<file path="src/rtl/sec_buffer_arbiter.sv">
// Range buffer with a two-requester round-robin write arbiter, a sequential
// flush engine and a one-cycle range lookup that can latch a sticky crash flag.
module sec_buffer_arbiter #(
  parameter int unsigned DEPTH = 8,
  parameter int unsigned AW    = 32
) (
  input  logic                         clk_i,
  input  logic                         rst_i,
  input  logic [1:0]                   req_valid_i,
  input  logic [2*AW-1:0]              req_base_i,
  input  logic [2*AW-1:0]              req_limit_i,
  output logic [1:0]                   req_ready_o,
  input  logic                         flush_i,
  input  logic                         lookup_valid_i,
  input  logic [AW-1:0]                lookup_addr_i,
  output logic                         lookup_valid_o,
  output logic                         lookup_hit_o,
  input  logic                         en_crash_i,
  output logic                         crash_o,
  output logic [$clog2(DEPTH):0]       count_o,
  output logic                         busy_o
);

  localparam int unsigned PW = $clog2(DEPTH);
  localparam int unsigned CW = PW + 1;

  typedef enum logic {
    ST_IDLE  = 1'b0,
    ST_FLUSH = 1'b1
  } state_e;

  state_e            state_q, state_d;
  logic [PW-1:0]     flush_idx_q, flush_idx_d;
  logic [PW-1:0]     wr_ptr_q;
  logic [CW-1:0]     count_q;
  logic              rr_favor_q;

  logic [DEPTH-1:0]  ent_valid_q;
  logic [AW-1:0]     ent_base_q  [DEPTH];
  logic [AW-1:0]     ent_limit_q [DEPTH];

  logic [1:0]        grant_c;
  logic              flush_accept_c;
  logic              hs_any_c;
  logic              wr_en_c;
  logic [AW-1:0]     wr_base_c;
  logic [AW-1:0]     wr_limit_c;
  logic              range_hit_c;
  logic              lookup_hit_c;

  // Next-state, grant and flush sequencing
  always_comb begin
    state_d        = state_q;
    flush_idx_d    = flush_idx_q;
    grant_c        = 2'b00;
    flush_accept_c = 1'b0;
    case (state_q)
      ST_IDLE: begin
        if (flush_i) begin
          flush_accept_c = 1'b1;
          state_d        = ST_FLUSH;
          flush_idx_d    = '0;
        end else if (req_valid_i == 2'b11) begin
          grant_c = rr_favor_q ? 2'b10 : 2'b01;
        end else begin
          grant_c = req_valid_i;
        end
      end
      ST_FLUSH: begin
        flush_idx_d = flush_idx_q + PW'(1);
        if (flush_idx_q == PW'(DEPTH - 1)) begin
          state_d = ST_IDLE;
        end
      end
      default: state_d = ST_IDLE;
    endcase
  end

  assign req_ready_o = grant_c;
  assign hs_any_c    = |(req_valid_i & grant_c);
  assign wr_base_c   = grant_c[1] ? req_base_i[AW +: AW]  : req_base_i[0 +: AW];
  assign wr_limit_c  = grant_c[1] ? req_limit_i[AW +: AW] : req_limit_i[0 +: AW];
  assign wr_en_c     = hs_any_c && (wr_base_c <= wr_limit_c);

  // Inclusive range match against entries as they stand this cycle
  always_comb begin
    range_hit_c = 1'b0;
    for (int i = 0; i < DEPTH; i++) begin
      if (ent_valid_q[i] && (ent_base_q[i] <= lookup_addr_i) &&
          (lookup_addr_i <= ent_limit_q[i])) begin
        range_hit_c = 1'b1;
      end
    end
  end

  assign lookup_hit_c = lookup_valid_i && (state_q == ST_IDLE) && !flush_i && range_hit_c;

  always_ff @(posedge clk_i) begin
    if (rst_i) begin
      state_q        <= ST_IDLE;
      flush_idx_q    <= '0;
      wr_ptr_q       <= '0;
      count_q        <= '0;
      rr_favor_q     <= 1'b0;
      lookup_valid_o <= 1'b0;
      lookup_hit_o   <= 1'b0;
      crash_o        <= 1'b0;
      busy_o         <= 1'b0;
    end else begin
      state_q        <= state_d;
      flush_idx_q    <= flush_idx_d;
      busy_o         <= (state_d == ST_FLUSH);
      lookup_valid_o <= lookup_valid_i;
      lookup_hit_o   <= lookup_hit_c;
      if (flush_accept_c) begin
        crash_o <= 1'b0;
      end else if (lookup_hit_c && en_crash_i) begin
        crash_o <= 1'b1;
      end
      if (flush_accept_c) begin
        wr_ptr_q <= '0;
        count_q  <= '0;
      end else if (wr_en_c) begin
        wr_ptr_q <= wr_ptr_q + PW'(1);
        if (count_q != CW'(DEPTH)) begin
          count_q <= count_q + CW'(1);
        end
      end
      // Rejected (inverted) ranges still complete the handshake and rotate priority
      if (hs_any_c) begin
        rr_favor_q <= ~grant_c[1];
      end
    end
  end

  // Valid bits: cleared one slot per cycle while flushing
  always_ff @(posedge clk_i) begin
    if (rst_i) begin
      ent_valid_q <= '0;
    end else if (state_q == ST_FLUSH) begin
      ent_valid_q[flush_idx_q] <= 1'b0;
    end else if (wr_en_c) begin
      ent_valid_q[wr_ptr_q] <= 1'b1;
    end
  end

  always_ff @(posedge clk_i) begin
    if (wr_en_c) begin
      ent_base_q[wr_ptr_q]  <= wr_base_c;
      ent_limit_q[wr_ptr_q] <= wr_limit_c;
    end
  end

  assign count_o = count_q;

endmodule

</file>
<file path="config.mk">
export PLATFORM = sky130hd
export DESIGN_NAME = sec_buffer_arbiter
export DESIGN_NICKNAME = d
export VERILOG_FILES = /design/src/rtl/sec_buffer_arbiter.sv
export SDC_FILE = /design/constraint.sdc
export NUM_CORES = 1
export LEC_CHECK = 0
export ABC_AREA = 1
export CAP_MARGIN = 20
export CORE_AREA = 4 4 307 234
export DETAILED_ROUTE_END_ITERATION = 8
export DIE_AREA = 0 0 311 238
export HOLD_SLACK_MARGIN = 0.1
export PLACE_DENSITY_LB_ADDON = 0.12
export SLEW_MARGIN = 10
export SYNTH_ARGS = -nofsm -noshare
export SYNTH_HDL_FRONTEND = slang
export SYNTH_SLANG_ARGS = --single-unit
</file>
<file path="constraint.sdc">
create_clock -name clk_i -period 10.1 [get_ports clk_i]
set_clock_uncertainty 0.2 [all_clocks]
set_input_delay 1.515 -clock clk_i [delete_from_list [all_inputs] [get_ports clk_i]]
set_output_delay 1.515 -clock clk_i [all_outputs]
set_load 0.02 [all_outputs]
</file>
==> results.yml, run 1 <==
sta:
  hold_violations: 0
  final_max_slew_viol_count: 0
  relSlewSlack_pct: 28.23
  fin_crit_sh_pct: 72.43
  fmax_ghz: 0.1367
  rsz0062_at_grt: "false"
  tns_ns: 0
  fin_crit_ns: 7.316
  worst_slew_pin_slew_ns: 1.077
  setup_viol: 0
floorplan:
  ios: 177
  die-area_mm2: 0.07402
  fp.dieW_um: 311
  start_util_pct: 44.48
  rows: 84
  core_mm2: 0.06916
  die_y_um: 238
logic_synthesis:
  syn_nets: 3648
  syn_area_mm2: 0.03076
  synth_top_flop_cell: "edfxtp_1"
  synth_edf_count: 512
  async_flop_share_pct: 0
  synth_area_per_cell_um2: 10.49
  synth_cell_types: 40
  yosysWarnings: 0
  ys_seq_area_share_pct: 51.48
  ys_seq_elements: 535
  synth_cells: 2932
outcome:
  outcome: "complete, no violations"
critical_path:
  cpPeakStageDelay_ns: 0.74
  crit_path_cell_trace: "clkdlybuf4s50_1, inv_1, a211oi_4, buf_4, inv_2, buf_4, nand2_1, nand2_1, ha_1, a21oi_1, o21a_1, o221ai_1, a21oi_1, nand2_1, nand2_2, nand2_8, inv_6, nand2_2, nor2_4, buf_4"
  path_max_fanout: 67
  worst-endpoint-required_ns: 10.16
  startpoint_type: "input pin"
  worstRegToRegCells: 20
  crit_slowest_cell: "nor2_4"
  timing_worst_setup_path_type: "input pin to register"
  cp-end-kind: "register"
  arrival_ns: 7.38
routing:
  first_pass_iters: 5
  drtIter0Drc: 1668
  drc_errors: 0
  vias_per_cell: 5.230
  num_vias: 21630
  drt-total-wl_mm: 82.08
  wl_per_cell_um: 19.85
  ant_nets: 0
hold_path:
  hp-class: "register to register"
  hold_depth: 2
global_routing:
  grt_pass1_vias: 21880
  antenna_found_initial: 1
  grt_max_degree: 68
  track_usage_pct: 22.05
  grt_pass1_wl_mm: 125.4
  grt_overflow: 0
power_and_ir_drop:
  pwr_density_cell_mw_per_mm2: 143.4
  irDropWorstVdd_uv: 108.6
  p_leak_nw: 15.77
cells_and_area:
  drive_gt1_share_pct: 5.291
  layout.cells.non_filler: 4135
  area_delta_synth_final_pct: 15.99
  final_nets: 3903
  final_core_util_pct: 51.59
  mostFrequentLayoutCells: "nand2_1, ha_1, edfxtp_1"
  final_common_cell: "nand2_1"
  num_antenna_cells: 0
cts:
  clk_latency_ns: 0.62
  postCtsSetupBuffers: 0
  cts_resized: 0
  cts_tree: "yes"
  numCtsBuffers: 57
  cts.sinks: 535
  clock_path_buffers: 3
  path_clk_slew_ns: 0.06
  cts_root_buf: "clkbuf_16"
  ctsHoldBuffers: 0
  htree_levels: 2
place:
  hpwl_mm: 63.13
  io_buffers: 176
  routabilityCongestion: 0.9179
  place_inst: 4031
flow_run:
  drv_cap: 0
==> worst max-delay path, delay by kind of cell <==
family / cells / cell delay, ns
AND/OR/NAND/NOR: 7 / 1.60
adder cells (fa/ha/maj): 1 / 0.40
buffers and inverters: 7 / 2.89
AO/OA/AOI/OAI: 5 / 0.89
==> where the power goes <==
part / switching [W] / internal, W
Clock: 0.000871 / 0.00116
Combinational: 0.000378 / 0.000217
Sequential: 0.0000101 / 0.00248
==> final timing paths <==
check | from | end | slack [ns]
worst max register to register | state_q | ent_base_q[2][26] | 3.82
worst max-delay path | req_valid_i[1] | ent_base_q[2][26] | 2.78
worst min-delay path | crash_o | crash_o | 0.26
worst min register to register | crash_o | crash_o | 0.26
==> cell type report <==
cell class	instances	area, um^2
timing repair buffer	211	2057
clock inverter	24	224.0
clock buffer	80	1543
fill	6040	33480
tap	903	1130
inverter	437	1647
sequential	535	15840
multi-input combinational	1945	13250
==> cell usage after synthesis (5+ instances only) <==
master | count | share of area (%)
o21bai_1 | 13 | 0.32
nand3_1 | 31 | 0.50
o21a_1 | 32 | 0.78
nand4_1 | 42 | 0.85
nor4_1 | 8 | 0.16
or2_2 | 33 | 0.67
buf_4 | 5 | 0.12
a21oi_1 | 281 | 4.6
ha_1 | 549 | 22
edfxtp_1 | 512 | 50
o21ai_0 | 73 | 1.2
nand2_1 | 640 | 7.8
nor2_1 | 166 | 2.0
clkbuf_1 | 8 | 0.098
nor3_1 | 21 | 0.34
o21ai_1 | 29 | 0.47
inv_1 | 431 | 5.3
dfxtp_1 | 23 | 1.5
==> routing by layer <==
layer	routed length, um	GRT usage (%)	share of wire (%)	up-vias
met5	0	0	0	-
met4	2040	5.963	2.5	0
met3	4846	3.369	5.9	120
met2	36720	35.61	45	569
met1	38470	31.27	47	10300
li1	-	-	-	10630
==> sequential cells by signal (all words and copies together) (netlist names) <==
name            count
ent_base_q        256
flush_idx_q         3
lookup_hit_o        1
rr_favor_q          1
ent_limit_q       256
lookup_valid_o      1
state_q             1
wr_ptr_q            3
count_o             4
ent_valid_q         8
crash_o             1
==> stage by stage <==
stage | worst slack [ns] | hold WS (ns) | instance area (um^2) | power [W]
finish | 2.784 | 0.2626 | 35680 | 0.005116
global route | 2.399 | 0.2980 | 35680 | 0.005331
CTS | 2.837 | 0.2610 | 35680 | 0.005163
detailed placement | 2.201 | 0.2519 | 33910 | 0.003126
global placement | 2.193 | 0.2572 | 33890 | 0.003103
floorplan | 1.363 | 0.2489 | 30760 | 0.002860
==> logic make-up after synthesis <==
| family | count (synthesis) | synth area share (%) |
|---|---|---|
| compound gates | 442 | 7.736 |
| buf+inv | 452 | 5.625 |
| flops | 535 | 51.48 |
| xor+xnor | 2 | 0.05696 |
| simple gates | 952 | 12.77 |
| fa+ha+maj | 549 | 22.33 |
(Power assumes the default switching activity.)
==> run 2, diff against run 1 <==
==> constraint.sdc (replaced) <==
create_clock -name clk_i -period 6.83 [get_ports clk_i]
set_clock_uncertainty 0.2 [all_clocks]
set_input_delay 1.0245 -clock clk_i [delete_from_list [all_inputs] [get_ports clk_i]]
set_output_delay 1.0245 -clock clk_i [all_outputs]
set_load 0.02 [all_outputs]
==> results.yml, run 2 (synthesized netlist as in run 1, its figures left out) <==
routing:
  drtIter0Drc: 1576
  vias_per_cell: 5.268
  first_pass_iters: 5
  ant_nets: 0
  drc_errors: 0
  wl_per_cell_um: 20.20
  num_vias: 21840
  drt-total-wl_mm: 83.73
global_routing:
  antenna_found_initial: 0
  grt_overflow: 0
  grt_max_degree: 67
  use_met3_pct: 4.072
  use_met1_pct: 31.95
  use_met2_pct: 34.83
  grt-busiest-layer: "met2"
  grt_pass1_wl_mm: 125.6
  grt_pass1_vias: 21650
  track_usage_pct: 22.29
cells_and_area:
  final_nets: 3911
  num_antenna_cells: 0
  final_common_cell: "nand2_1"
  drive_gt1_share_pct: 5.830
  reg_top3: "ent_base_q: 256 flops, ent_limit_q: 256 flops, ent_valid_q: 8 flops"
  mostFrequentLayoutCells: "nand2_1, ha_1, edfxtp_1"
  final_core_util_pct: 51.86
  area_delta_synth_final_pct: 16.60
  layout.cells.non_filler: 4145
cts:
  ctsHoldBuffers: 0
  cts.sinks: 535
  path_clk_slew_ns: 0.06
  clk_latency_ns: 0.62
  htree_levels: 2
  cts_tree: "yes"
  cts_resized: 0
  postCtsSetupBuffers: 0
  numCtsBuffers: 58
  clock_path_buffers: 3
  cts_root_buf: "clkbuf_16"
power_and_ir_drop:
  p_sw_w: 0.001915
  p_comb_share_pct: 11.6
  p_leak_nw: 15.86
  seqPwrFrac_pct: 47.5
  power_frac_clock_pct: 40.9
  pwr_density_cell_mw_per_mm2: 216.0
  irDropWorstVdd_uv: 176.0
  internal-power_w: 0.005833
  swShare_pct: 24.72
place:
  place_inst: 4038
  routabilityCongestion: 0.9296
  hpwl_mm: 64.60
  io_buffers: 176
floorplan:
  ios: 177
  start_util_pct: 44.48
  core_mm2: 0.06916
  die-area_mm2: 0.07402
  die_y_um: 238
  fp.dieW_um: 311
  rows: 84
sta:
  fmax_ghz: 0.1817
  whs_ns: 0.2629
  hold_violations: 0
  tns_ns: 0
  relSlewSlack_pct: 50.93
  worst_slew_pin_slew_ns: 0.7293
  setup_viol: 0
  final_max_slew_viol_count: 0
  rsz0062_at_grt: "false"
  fin_crit_ns: 5.503
  fin_crit_sh_pct: 80.57
critical_path:
  arrival_ns: 5.54
  cp-end-kind: "register"
  path_max_fanout: 66
  worst-endpoint-required_ns: 6.87
  startpoint_type: "input pin"
  timing_worst_setup_path_type: "input pin to register"
outcome:
  outcome: "complete, no violations"
hold_path:
  hp-class: "register to register"
flow_run:
  drv_cap: 0
[run 2: cell count changes in the layout (fill, tap and decap cells not counted)]
| cell | change |
|---|---|
| buf_12 | +1 |
| clkinv_1 | +5 |
| buf_4 | +7 |
| clkinv_2 | -1 |
| bufinv_16 | +2 |
| buf_16 | -1 |
| inv_8 | -1 |
| clkinvlp_4 | +5 |
| clkinv_4 | +1 |
| clkbuf_8 | +1 |
| inv_6 | +2 |
| clkbuf_16 | +2 |
| clkbuf_1 | -13 |
[run 2: final timing paths]
kind / start / end / slack [ns] / depth (start not counted)
hold / removal: crash_o / crash_o / 0.26 / 2
setup reg to reg: state_q / ent_limit_q[6][24] / 1.75 / 19
setup / recovery: req_valid_i[1] / ent_limit_q[6][24] / 1.33 / 19
hold reg to reg: crash_o / crash_o / 0.26 / 2
[run 2: stage by stage]
stage	cell area, um^2	setup WS [ns]	total power, W
final	35870	1.327	0.007748
after global routing	35870	1.081	0.008063
after CTS	35870	1.468	0.007827
after detailed placement	33960	0.8239	0.004641
after global placement	33960	0.8386	0.004613
after floorplan	30760	-1.416	0.004229
[run 2: final cells by class]
class / instances / area (um^2)
Clock buffer: 70 / 1558
Clock inverter: 37 / 350.3
Fill cell: 6055 / 33290
Inverter: 437 / 1647
Multi-Input combinational cell: 1945 / 13250
Sequential cell: 535 / 15840
Tap cell: 903 / 1130
Timing Repair Buffer: 218 / 2102
[run 2: worst max-delay path, stage by stage]
cell             delay, ns
clkdlybuf4s50_1       0.73
inv_1                 0.14
a211oi_4              0.25
buf_4                 0.60
nand2_1               0.11
nand2_1               0.39
ha_1                  0.31
nand2_1               0.08
o21ai_0               0.10
nand2_1               0.07
o211ai_1              0.10
a21oi_1               0.27
nand2_1               0.11
nand2_2               0.13
nand2_8               0.11
inv_6                 0.12
nand2_2               0.17
nor2_4                0.14
buf_4                 0.46
[run 2: power by group through the flow]
stage                     Clock, W  Combinational, W  Sequential [W]
after global routing       0.00337           0.00101         0.00368
after floorplan                  0          0.000482         0.00375
after detailed placement         0          0.000892         0.00375
after CTS                  0.00325          0.000899         0.00368
after global placement           0          0.000864         0.00375
final                      0.00317          0.000897         0.00368
[run 2: routing by layer]
metal	share of wire [%]	routed length [um]
met4	2.8	2357
met3	7.0	5823
met1	47	39390
met5	0	0
met2	43	36160
==> run 3, diff against run 2 <==
==> constraint.sdc (replaced) <==
create_clock -name clk_i -period 5.1 [get_ports clk_i]
set_clock_uncertainty 0.2 [all_clocks]
set_input_delay 0.765 -clock clk_i [delete_from_list [all_inputs] [get_ports clk_i]]
set_output_delay 0.765 -clock clk_i [all_outputs]
set_load 0.02 [all_outputs]
==> results.yml, run 3 (synthesized netlist as in run 1, its figures left out) <==
routing:
  drt-total-wl_mm: 91.61
  vias_per_cell: 5.359
  wl_per_cell_um: 21.80
  first_pass_iters: 5
  drtIter0Drc: 2148
  drc_errors: 0
  ant_nets: 0
  num_vias: 22520
global_routing:
  grt_pass1_vias: 22570
  antenna_found_initial: 9
  grt_pass1_wl_mm: 136.5
  grt_max_degree: 47
  grt_overflow: 0
  track_usage_pct: 24.61
hold_path:
  hp-class: "register to register"
  hold_start: "crash_o"
cells_and_area:
  layout.cells.non_filler: 4203
  mostFrequentLayoutCells: "nand2_1, ha_1, edfxtp_1"
  final_nets: 3971
  num_antenna_cells: 0
  drive_gt1_share_pct: 7.424
  final_common_cell: "nand2_1"
  reg_top3: "ent_base_q: 256 flops, ent_limit_q: 256 flops, ent_valid_q: 8 flops"
  area_delta_synth_final_pct: 18.97
cts:
  cts_root_buf: "clkbuf_16"
  cts.sinks: 535
  postCtsSetupBuffers: 0
  numCtsBuffers: 56
  clock_path_buffers: 3
  cts_tree: "yes"
  ctsHoldBuffers: 0
  clk_latency_ns: 0.63
  htree_levels: 2
  path_clk_slew_ns: 0.06
  cts_resized: 0
critical_path:
  worst-endpoint-required_ns: 5.19
  arrival_ns: 4.49
  startpoint: "flush_i"
  timing_worst_setup_path_type: "input pin to register"
  r2r_start: "state_q"
  startpoint_type: "input pin"
  path_max_fanout: 32
  cp-end-kind: "register"
place:
  hpwl_mm: 69.05
  io_buffers: 176
  routabilityCongestion: 0.8936
  place_inst: 4100
outcome:
  outcome: "complete, no violations"
floorplan:
  rows: 84
  die-area_mm2: 0.07402
  fp.dieW_um: 311
  ios: 177
  start_util_pct: 44.48
  core_mm2: 0.06916
  die_y_um: 238
flow_run:
  drv_cap: 0
sta:
  hold_violations: 0
  fmax_ghz: 0.2272
  worst_slew_pin_slew_ns: 0.7236
  relSlewSlack_pct: 51.71
  fin_crit_ns: 4.402
  fin_crit_sh_pct: 86.31
  setup_viol: 0
  tns_ns: 0
  rsz0062_at_grt: "false"
  final_max_slew_viol_count: 0
power_and_ir_drop:
  irDropWorstVdd_uv: 341.5
  pwr_density_cell_mw_per_mm2: 290.6
  p_leak_nw: 16.27
[run 3: area by class of cell]
type                       instances  area [um^2]
clock buffer                      66         1460
clock inverter                    37        475.5
fill                            5978        32560
inverter                         437         1647
multi-input combinational       1945        13270
sequential                       535        15840
tap                              903         1130
timing repair buffer             280         2780
[run 3: final timing paths]
kind | endpoint | slack (ns) | cells past startpoint
min | crash_o | 0.26 | 2
max reg2reg | ent_base_q[0][25] | 1.00 | 20
max | ent_base_q[0][25] | 0.70 | 21
min reg2reg | crash_o | 0.26 | 2
[run 3: power by group]
| part | internal (W) | switching, W |
|---|---|---|
| combinational | 0.000484 | 0.000851 |
| sequential | 0.00490 | 0.0000190 |
| clock | 0.00260 | 0.00178 |
| total | 0.00799 | 0.00265 |
[run 3: critical path, cell delays in order]
cell             delay (ns)
clkdlybuf4s50_1        0.46
nor2_4                 0.15
inv_2                  0.09
a211oi_4               0.21
buf_12                 0.17
buf_4                  0.31
or2_2                  0.17
o21ai_1                0.10
ha_1                   0.33
a21oi_1                0.15
o21a_1                 0.15
o221ai_1               0.11
a21oi_1                0.15
buf_4                  0.16
nand2_1                0.06
nand2_2                0.13
nand2_8                0.12
inv_6                  0.07
nand2_2                0.14
nor2_4                 0.21
buf_12                 0.25
[run 3: metrics by stage]
stage	cell area (um^2)	hold slack, ns	power [W]	setup slack, ns	util, %
finish	36600	0.2558	0.01064	0.6984	52.92
global route	36600	0.2958	0.01105	0.4605	52.92
CTS	36600	0.2630	0.01069	0.7119	52.92
detailed placement	34660	0.2533	0.006342	0.1027	50.12
global placement	34660	0.2440	0.006294	0.1913	50.12
floorplan	30810	0.2489	0.005664	-0.9163	-
[run 3: metal layers]
layer	wire, um	GRT usage [%]	vias to the layer above
met2	39210	37.53	778
met4	2531	7.270	8
met1	42440	36.05	10820
li1	-	-	10780
met5	55	0	-
met3	7378	4.402	143
